$ cat config.mk
export PLATFORM = sky130hd
export DESIGN_NAME = ex_flow_ctrl
export DESIGN_NICKNAME = d
export VERILOG_FILES = /design/src/rtl/ex_flow_ctrl.sv
export SDC_FILE = /design/constraint.sdc
export NUM_CORES = 1
export LEC_CHECK = 0
export CAP_MARGIN = 25
export CORE_ASPECT_RATIO = 1.2
export CORE_MARGIN = 4
export CORE_UTILIZATION = 50
export DETAILED_ROUTE_END_ITERATION = 12
export GPL_ROUTABILITY_DRIVEN = 0
export PLACE_DENSITY = 0.88
export RECOVER_POWER = 100
export SKIP_LAST_GASP = 1
export SLEW_MARGIN = 20
export SYNTH_ARGS = -nofsm -noshare
export SYNTH_HDL_FRONTEND = slang
export SYNTH_SLANG_ARGS = --single-unit
$ cat constraint.sdc
create_clock -name clk -period 4.6 [get_ports clk]
set_input_delay 0.69 -clock clk [delete_from_list [all_inputs] [get_ports clk]]
set_output_delay 0.69 -clock clk [all_outputs]
set_load 0.02 [all_outputs]
$ cat src/rtl/ex_flow_ctrl.sv
// EX-stage flow controller: sequences branch/call/return PC updates, detects
// load-use hazards and drives stall/bubble/flush controls with a wait timeout.
module ex_flow_ctrl #(
  parameter int unsigned TIMEOUT = 15
) (
  input  logic        clk,
  input  logic        rst_n,
  input  logic        dec_valid,
  input  logic        dec_branch,
  input  logic        dec_call,
  input  logic        dec_ret,
  input  logic [3:0]  dec_rs1,
  input  logic [3:0]  dec_rs2,
  input  logic        ex_mem_read,
  input  logic [3:0]  ex_reg_rd,
  input  logic        ex_update_done,
  input  logic        ex_pc_src,
  input  logic        ret_wb,
  output logic        pc_stall,
  output logic        ifid_stall,
  output logic        ifid_flush,
  output logic        idex_bubble,
  output logic        pc_sel_ex,
  output logic        busy,
  output logic        err,
  output logic [15:0] redirect_cnt
);

  localparam logic [1:0] S_RUN      = 2'd0;
  localparam logic [1:0] S_WAIT_EX  = 2'd1;
  localparam logic [1:0] S_WAIT_RET = 2'd2;
  localparam logic [1:0] S_ERR      = 2'd3;
  localparam logic [7:0] W_TERM     = 8'(TIMEOUT - 1);

  logic [1:0]  r_state;
  logic [1:0]  w_next;
  logic [7:0]  r_wait_cnt;
  logic [7:0]  w_wait_next;
  logic        r_err;
  logic [15:0] r_redirect_cnt;
  logic        w_lu;
  logic        w_cf;
  logic        w_tc;
  logic        w_redirect;

  assign w_lu = ex_mem_read & (ex_reg_rd != 4'd0) & dec_valid &
                ((ex_reg_rd == dec_rs1) | (ex_reg_rd == dec_rs2));
  assign w_cf = dec_valid & (dec_branch | dec_call | dec_ret);
  assign w_tc = (r_wait_cnt == W_TERM);
  assign w_redirect = (r_state == S_WAIT_EX) & ex_update_done & ex_pc_src;

  assign err          = r_err;
  assign redirect_cnt = r_redirect_cnt;

  // State register, wait counter, sticky error and redirect counter
  always_ff @(posedge clk) begin
    if (!rst_n) begin
      r_state        <= S_RUN;
      r_wait_cnt     <= 8'd0;
      r_err          <= 1'b0;
      r_redirect_cnt <= 16'd0;
    end else begin
      r_state    <= w_next;
      r_wait_cnt <= w_wait_next;
      if (w_next == S_ERR) begin
        r_err <= 1'b1;
      end
      if (w_redirect && (r_redirect_cnt != 16'hFFFF)) begin
        r_redirect_cnt <= r_redirect_cnt + 16'd1;
      end
    end
  end

  // Next-state decode; a completion event beats the terminal count
  always_comb begin
    w_next = r_state;
    case (r_state)
      S_RUN: begin
        if (w_lu) begin
          w_next = S_RUN;
        end else if (w_cf && dec_ret) begin
          w_next = S_WAIT_RET;
        end else if (w_cf) begin
          w_next = S_WAIT_EX;
        end else begin
          w_next = S_RUN;
        end
      end
      S_WAIT_EX: begin
        if (ex_update_done) begin
          w_next = S_RUN;
        end else if (w_tc) begin
          w_next = S_ERR;
        end else begin
          w_next = S_WAIT_EX;
        end
      end
      S_WAIT_RET: begin
        if (ret_wb) begin
          w_next = S_WAIT_EX;
        end else if (w_tc) begin
          w_next = S_ERR;
        end else begin
          w_next = S_WAIT_RET;
        end
      end
      S_ERR:   w_next = S_ERR;
      default: w_next = S_ERR;
    endcase
  end

  // Wait counter restarts on every wait-state entry, counts while waiting
  always_comb begin
    w_wait_next = 8'd0;
    if ((w_next == r_state) && ((r_state == S_WAIT_EX) || (r_state == S_WAIT_RET))) begin
      w_wait_next = r_wait_cnt + 8'd1;
    end else begin
      w_wait_next = 8'd0;
    end
  end

  // Pipeline control outputs from state and current inputs
  always_comb begin
    pc_stall    = 1'b0;
    ifid_stall  = 1'b0;
    ifid_flush  = 1'b0;
    idex_bubble = 1'b0;
    pc_sel_ex   = 1'b0;
    busy        = 1'b0;
    if (!rst_n) begin
      ifid_flush  = 1'b1;
      idex_bubble = 1'b1;
    end else begin
      busy = (r_state != S_RUN);
      case (r_state)
        S_RUN: begin
          if (w_lu) begin
            pc_stall    = 1'b1;
            ifid_stall  = 1'b1;
            idex_bubble = 1'b1;
          end else begin
            pc_stall = 1'b0;
          end
        end
        S_WAIT_EX: begin
          if (ex_update_done) begin
            if (ex_pc_src) begin
              pc_sel_ex   = 1'b1;
              ifid_flush  = 1'b1;
              idex_bubble = 1'b1;
            end else begin
              pc_sel_ex = 1'b0;
            end
          end else begin
            pc_stall    = 1'b1;
            ifid_stall  = 1'b1;
            idex_bubble = 1'b1;
          end
        end
        default: begin
          pc_stall    = 1'b1;
          ifid_stall  = 1'b1;
          idex_bubble = 1'b1;
        end
      endcase
    end
  end

endmodule
==> out/metrics.csv, run 1 <==
metric,value,unit
crit_path_start_kind,input pin,
post_route_cells_drive_above_1_share,0.0423,
end_kind,primary output,
wl_per_cell,13.6,um
grt_pass1_wl,5870,um
antenna_cells,0,
vias_per_cell,5.47,
rsz0062_at_grt,false,
post-route-period-util,0.813,
h-tree-depth,1,
grt_max_degree,21,
cp.arrival,3.05,ns
yosysSeqAreaShare,0.369,
ir_worst_vdd,169,uV
nNetsFinal,243,
synth_top_area_cell,dfxtp_1,
worstSetupPathType,in2out,
pin_count,45,
min_from,err,
finalWirelength,3370,um
syn_to_final_growth,33.3,%
worstPathMaxFanout,3,
final_cell_mix,"dfxtp_1, dlygate4sd3_1, nor2_1",
portBuffers,44,
rr_worst_depth,8,
r2r_slack,2.28,ns
syn_inst,168,
hold_depth,1,
drv_cap,0,
grt_use_total,0.190,
die-area,0.00386,mm2
clock_skew,0.0106,ns
syn-cell-area,0.00147,mm2
holdPathEnd,err,
status,"complete, no violations",
slew_headroom,0.555,
path_clk_slew,0.14,ns
cts.repair_timing.setup_buffer_count,0,
p_leak,0.773,nW
worst_pin_slew,0.662,ns
p_per_area,207,mW/mm2
r2r_start,r_state[1],
ant_nets,0,
clock_path_buffers,2,
syn_area_per_cell,8.72,um2
dp_cells,243,
cts_resized,0,
drv_slew,0,
grt_pass1_vias,1394,
total_power,0.405,mW
start_util,0.521,
max_freq,0.267,GHz
min_path_type,reg2reg,
fin_util,0.695,
clk-insertion-delay-late,0.33,ns
r2r_end,r_wait_cnt[5],
synth_warnings,0,
final_cell_count_no_fill,247,
cts_sinks,27,
drt_iter0_drc,53,
dpl_worst_slack,0.998,ns
die_h,67.3,um
cts_hold_buf,0,
antenna_found_initial,0,
rows,21,
required,3.91,ns
layout_min_cycle_time,3.74,ns
die_w,57.4,um
core_area,0.00281,mm2
synth.distinct_cells,37,
vias,1352,
syn-num-nets,197,
layout_commonest_cell,dfxtp_1,
synth_seq_cells,27,
synthTopCellsByArea,"dfxtp_1, xor2_1, ha_1, nor2_1, nor3_1",
grt_remaining_overflow,0,
fin_tns_setup,0,ns
setup_viol,0,
hold_violations,0,
numCtsBuffers,3,
drtPass1Iterations,4,
fin_ws,0.861,ns
hpwl,2730,um
root_buffer,clkbuf_4,
drc,0,
cts_tree,yes,
yosys.area.top_type_share,0.369,
metrics by stage:
step | hold WS (ns) | instance area, um2
3_5_place_dp | 0.457 | 1930
3_3_place_gp | 0.447 | 1930
2_1_floorplan | 0.453 | 1470
6_report | 0.482 | 1950
5_1_grt | 0.510 | 1950
4_1_cts | 0.490 | 1960
cells in the mapped netlist:
cell type and number:
or4_1 1, a31oi_2 1, o21ai_0 3, o2111ai_1 1, dfxtp_1 27, o2111ai_2 1
buf_4 1, a21oi_1 4, o22ai_1 1, nor2b_1 1, nand4b_1 1, or2_2 1
a211oi_2 1, nor3b_1 1, and3_1 6, nor4_2 1, o211a_1 1, nor3_1 13
inv_1 5, nand2_1 10, mux2i_1 2, nor4_1 1, and4_1 2, nand3_1 10
nand2b_1 1, xnor2_1 7, or4_4 1, nand4_1 5, ha_1 7, or3_1 3
xor2_1 19, clkbuf_1 2, and2_1 1, o21a_1 2, mux2_4 1, nor2_1 22
a31oi_1 1
worst max-delay path by stage:
| stage | startpoint | to | slack (ns) | depth (start not counted) |
|---|---|---|---|---|
| 6_report | ex_reg_rd[1] | pc_stall | 0.86 | 8 |
| 5_1_grt | ex_reg_rd[1] | ifid_stall | 0.69 | 8 |
| 4_1_cts | ex_reg_rd[1] | pc_stall | 1.0 | 8 |
| 3_5_place_dp | ex_reg_rd[1] | pc_stall | 1.0 | 8 |
| 3_3_place_gp | ex_reg_rd[1] | pc_stall | 1.11 | 8 |
| 2_1_floorplan | ex_reg_rd[1] | pc_stall | 1.85 | 7 |
registers in the layout (all words and copies together), names as in the netlist:
signal        cells
redirect_cnt     16
r_wait_cnt        8
r_state           2
err               1
logic make-up after synthesis:
kind of cell | count (synthesis) | share of synthesized area
adder cells (fa/ha/maj) | 7 | 0.0598
AND/OR/NAND/NOR | 81 | 0.286
multiplexers | 3 | 0.0239
buffers and inverters | 8 | 0.0231
AO/OA/AOI/OAI | 16 | 0.0828
XOR/XNOR | 26 | 0.155
flip-flops | 27 | 0.369
routing by layer:
metal  GRT usage  share of wire  vias to the layer above
li1            -              -                      677
met1       0.196           0.38                      651
met2       0.379           0.58                       17
met3      0.0344          0.020                        7
met4      0.0609          0.018                        0
met5           0              0                        -
worst max-delay path: stages:
cell and delay, ns:
dlygate4sd3_1 0.60, xor2_1 0.18, nor4_1 0.35, o2111ai_2 0.18
mux2i_1 0.18, nor2_1 0.07, nor2_1 0.11, dlygate4sd3_1 0.69
power by group:
part | internal (mW) | total, mW | leakage [nW] | switching, mW
logic | 0.0313 | 0.0620 | 0.542 | 0.0307
registers | 0.236 | 0.237 | 0.218 | 0.00173
clock network | 0.0333 | 0.105 | 0.0139 | 0.0721
total | 0.300 | 0.405 | 0.773 | 0.104
cell type report:
cell class              instances  area [um2]
clock inverters                 1        7.51
multi-input cells             133         881
flip-flops and latches         27         541
inverters                       5        18.8
well taps                      34        42.5
repair buffers                 44         440
fillers                       230         858
clock buffers                   3        22.5
Note: power is estimated with default switching activity, not from simulation.
==> run 2, diff against run 1 <==
--- a/config.mk
+++ b/config.mk
@@ -8,10 +8,10 @@
 export CAP_MARGIN = 25
 export CORE_ASPECT_RATIO = 1.2
 export CORE_MARGIN = 4
-export CORE_UTILIZATION = 50
+export CORE_UTILIZATION = 42
 export DETAILED_ROUTE_END_ITERATION = 12
 export GPL_ROUTABILITY_DRIVEN = 0
-export PLACE_DENSITY = 0.88
+export PLACE_DENSITY = 0.79
 export RECOVER_POWER = 100
 export SKIP_LAST_GASP = 1
 export SLEW_MARGIN = 20
==> constraint.sdc (replaced) <==
create_clock -name clk -period 3.2 [get_ports clk]
set_input_delay 0.48 -clock clk [delete_from_list [all_inputs] [get_ports clk]]
set_output_delay 0.48 -clock clk [all_outputs]
set_load 0.02 [all_outputs]
==> run 2 against run 1 <==
Critical path type unchanged. Final cell count up 2.0%. Non-clock buffer count up 2. Final area up 0.96%. Critical endpoint unchanged. Worst hold slack worse by 0.012 ns. Sequential share of layout area down 0.26 points. Largest cell class unchanged. First-iteration DRC count down 79%.
==> out/metrics.csv, run 2 (synthesis gave the netlist of run 1 again) <==
metric,value,unit
worstSetupEndpoint,pc_stall,
path_clk_slew,0.09,ns
ir_worst_vdd,343,uV
fin_tns_setup,0,ns
status,"complete, no violations",
antenna_cells,0,
max_freq,0.359,GHz
slew_headroom,0.742,
nNetsFinal,245,
slowest_delay,0.47,ns
fillers,322,
clock_skew,0.00502,ns
post-route-period-util,0.870,
ant_nets,0,
hpwl,2580,um
worstSetupPathType,in2out,
drtPass1Iterations,4,
slowest_stage,clkdlybuf4s50_1,
layout_min_cycle_time,2.78,ns
clock_path_buffers,2,
largest_reg_flops,16,
setup_viol,0,
p_per_area,317,mW/mm2
rr_worst_depth,8,
cts_tree,yes,
hold_violations,0,
cp-startpoint,ex_reg_rd[1],
r2r_slack,0.93,ns
numCtsBuffers,3,
hold_depth,1,
syn_to_final_growth,34.6,%
final_cell_count_no_fill,252,
dp_cells,248,
finalWirelength,3280,um
cp.depth,8,
grt_pass1_wl,5450,um
pwr-share-comb,0.144,
vias_per_cell,5.20,
rsz0062_at_grt,false,
end_kind,primary output,
crit_family,buffers and inverters,
final_cell_mix,"dfxtp_1, nor2_1, clkdlybuf4s50_1",
crit_path_start_kind,input pin,
grt_max_degree,18,
netSwitchingFraction,0.245,
required,2.72,ns
die-area,0.00450,mm2
total_power,0.625,mW
hold_ws,0.470,ns
cts.repair_timing.setup_buffer_count,0,
portBuffers,44,
intPower,0.472,mW
grt_use_total,0.155,
r2r_start,r_state[1],
drv_slew,0,
die_h,72.7,um
pin_count,45,
worst_pin_slew,0.387,ns
r2r_end,r_wait_cnt[4],
cp.arrival,2.30,ns
drt_iter0_drc,11,
h-tree-depth,1,
min_path_type,reg2reg,
wl_per_cell,13.0,um
worstPathMaxFanout,3,
power.switching,0.153,mW
cpMostUsedCell,nor2_1,
core_area,0.00334,mm2
drc,0,
worstPathCellList,clkdlybuf4s50_1 > xor2_1 > nor4_1 > o2111ai_2 > mux2i_1 > nor2_1 > nor2_1 > clkbuf_1,
crit_buf_inv,2,
vias,1311,
grt_remaining_overflow,0,
cts_sinks,27,
die_w,61.9,um
clk-insertion-delay-late,0.27,ns
drv_cap,0,
root_buffer,clkbuf_8,
p_leak,0.781,nW
post_route_cells_drive_above_1_share,0.0512,
p_seq_frac,0.545,
antenna_found_initial,0,
grt_pass1_vias,1289,
start_util,0.439,
rows,23,
clockPowerShare,0.311,
layout_commonest_cell,dfxtp_1,
-- run 2: cell count changes in the layout (fill, tap and decap cells not counted) --
cell	delta
clkbuf_8	+3
dlygate4sd3_1	-5
clkdlybuf4s50_1	+2
clkbuf_4	-3
buf_4	+2
clkbuf_1	+3
-- run 2: power groups by stage --
stage               clock, mW  sequential [mW]  combinational, mW
detailed placement          0            0.349             0.0970
global route            0.215            0.341             0.0989
finish                  0.194            0.341             0.0903
floorplan                   0            0.349             0.0460
CTS                     0.200            0.341             0.0973
global placement            0            0.349             0.0958
-- run 2: worst min-delay path by stage --
| stage | start | endpoint |
|---|---|---|
| 6_report | err | err |
| 2_1_floorplan | r_wait_cnt[0] | r_wait_cnt[0] |
| 5_1_grt | err | err |
| 3_5_place_dp | err | err |
| 4_1_cts | err | err |
| 3_3_place_gp | err | err |
-- run 2: worst reg2reg max path: cells and delay by family (launching register included) --
family	cells	cell delay, ns
flops	1	0.40
fa+ha+maj	1	0.23
compound gates	2	0.40
buf+inv	1	0.08
mux	1	0.49
simple gates	3	0.60
-- run 2: through the flow --
step                 util  worst slack, ns  area [um2]
finish              0.591            0.416        1970
global route        0.591            0.198        1970
CTS                 0.599           0.0487        2000
detailed placement  0.585           0.0478        1950
global placement    0.585            0.112        1950
floorplan               -            0.873        1470
-- run 2: final cells by class --
class	instances	area, um2	share of cell area
tap	37	46.3	0.0235
clock buffer	3	41.3	0.0209
clock inverter	1	7.51	0.00381
multi-input combinational	133	881	0.447
inverter	5	18.8	0.00952
timing repair buffer	46	437	0.221
sequential	27	541	0.274
-- run 2: timing repair --
action / 4_1_cts / 5_1_grt
endpoints found under the setup margin: 0 / 3
hold buffers: 0 / 0
gates resized for setup: 0 / 4
-- run 2: layer usage --
| metal | routed length (um) | vias to the layer above | GRT usage |
|---|---|---|---|
| met4 | 19 | 0 | 0.0330 |
| met1 | 1420 | 606 | 0.182 |
| met3 | 73 | 4 | 0.0336 |
| met2 | 1770 | 15 | 0.279 |
| li1 | - | 686 | - |
| met5 | 0 | - | 0 |
==> run 3, diff against run 2 <==
--- a/config.mk
+++ b/config.mk
@@ -11,6 +11,7 @@
 export CORE_UTILIZATION = 42
 export DETAILED_ROUTE_END_ITERATION = 12
 export GPL_ROUTABILITY_DRIVEN = 0
+export GPL_TIMING_DRIVEN = 1
 export PLACE_DENSITY = 0.79
 export RECOVER_POWER = 100
 export SKIP_LAST_GASP = 1
==> results of run 3 <==
The final DEF is identical to that of run 2; final timing and power are the same.
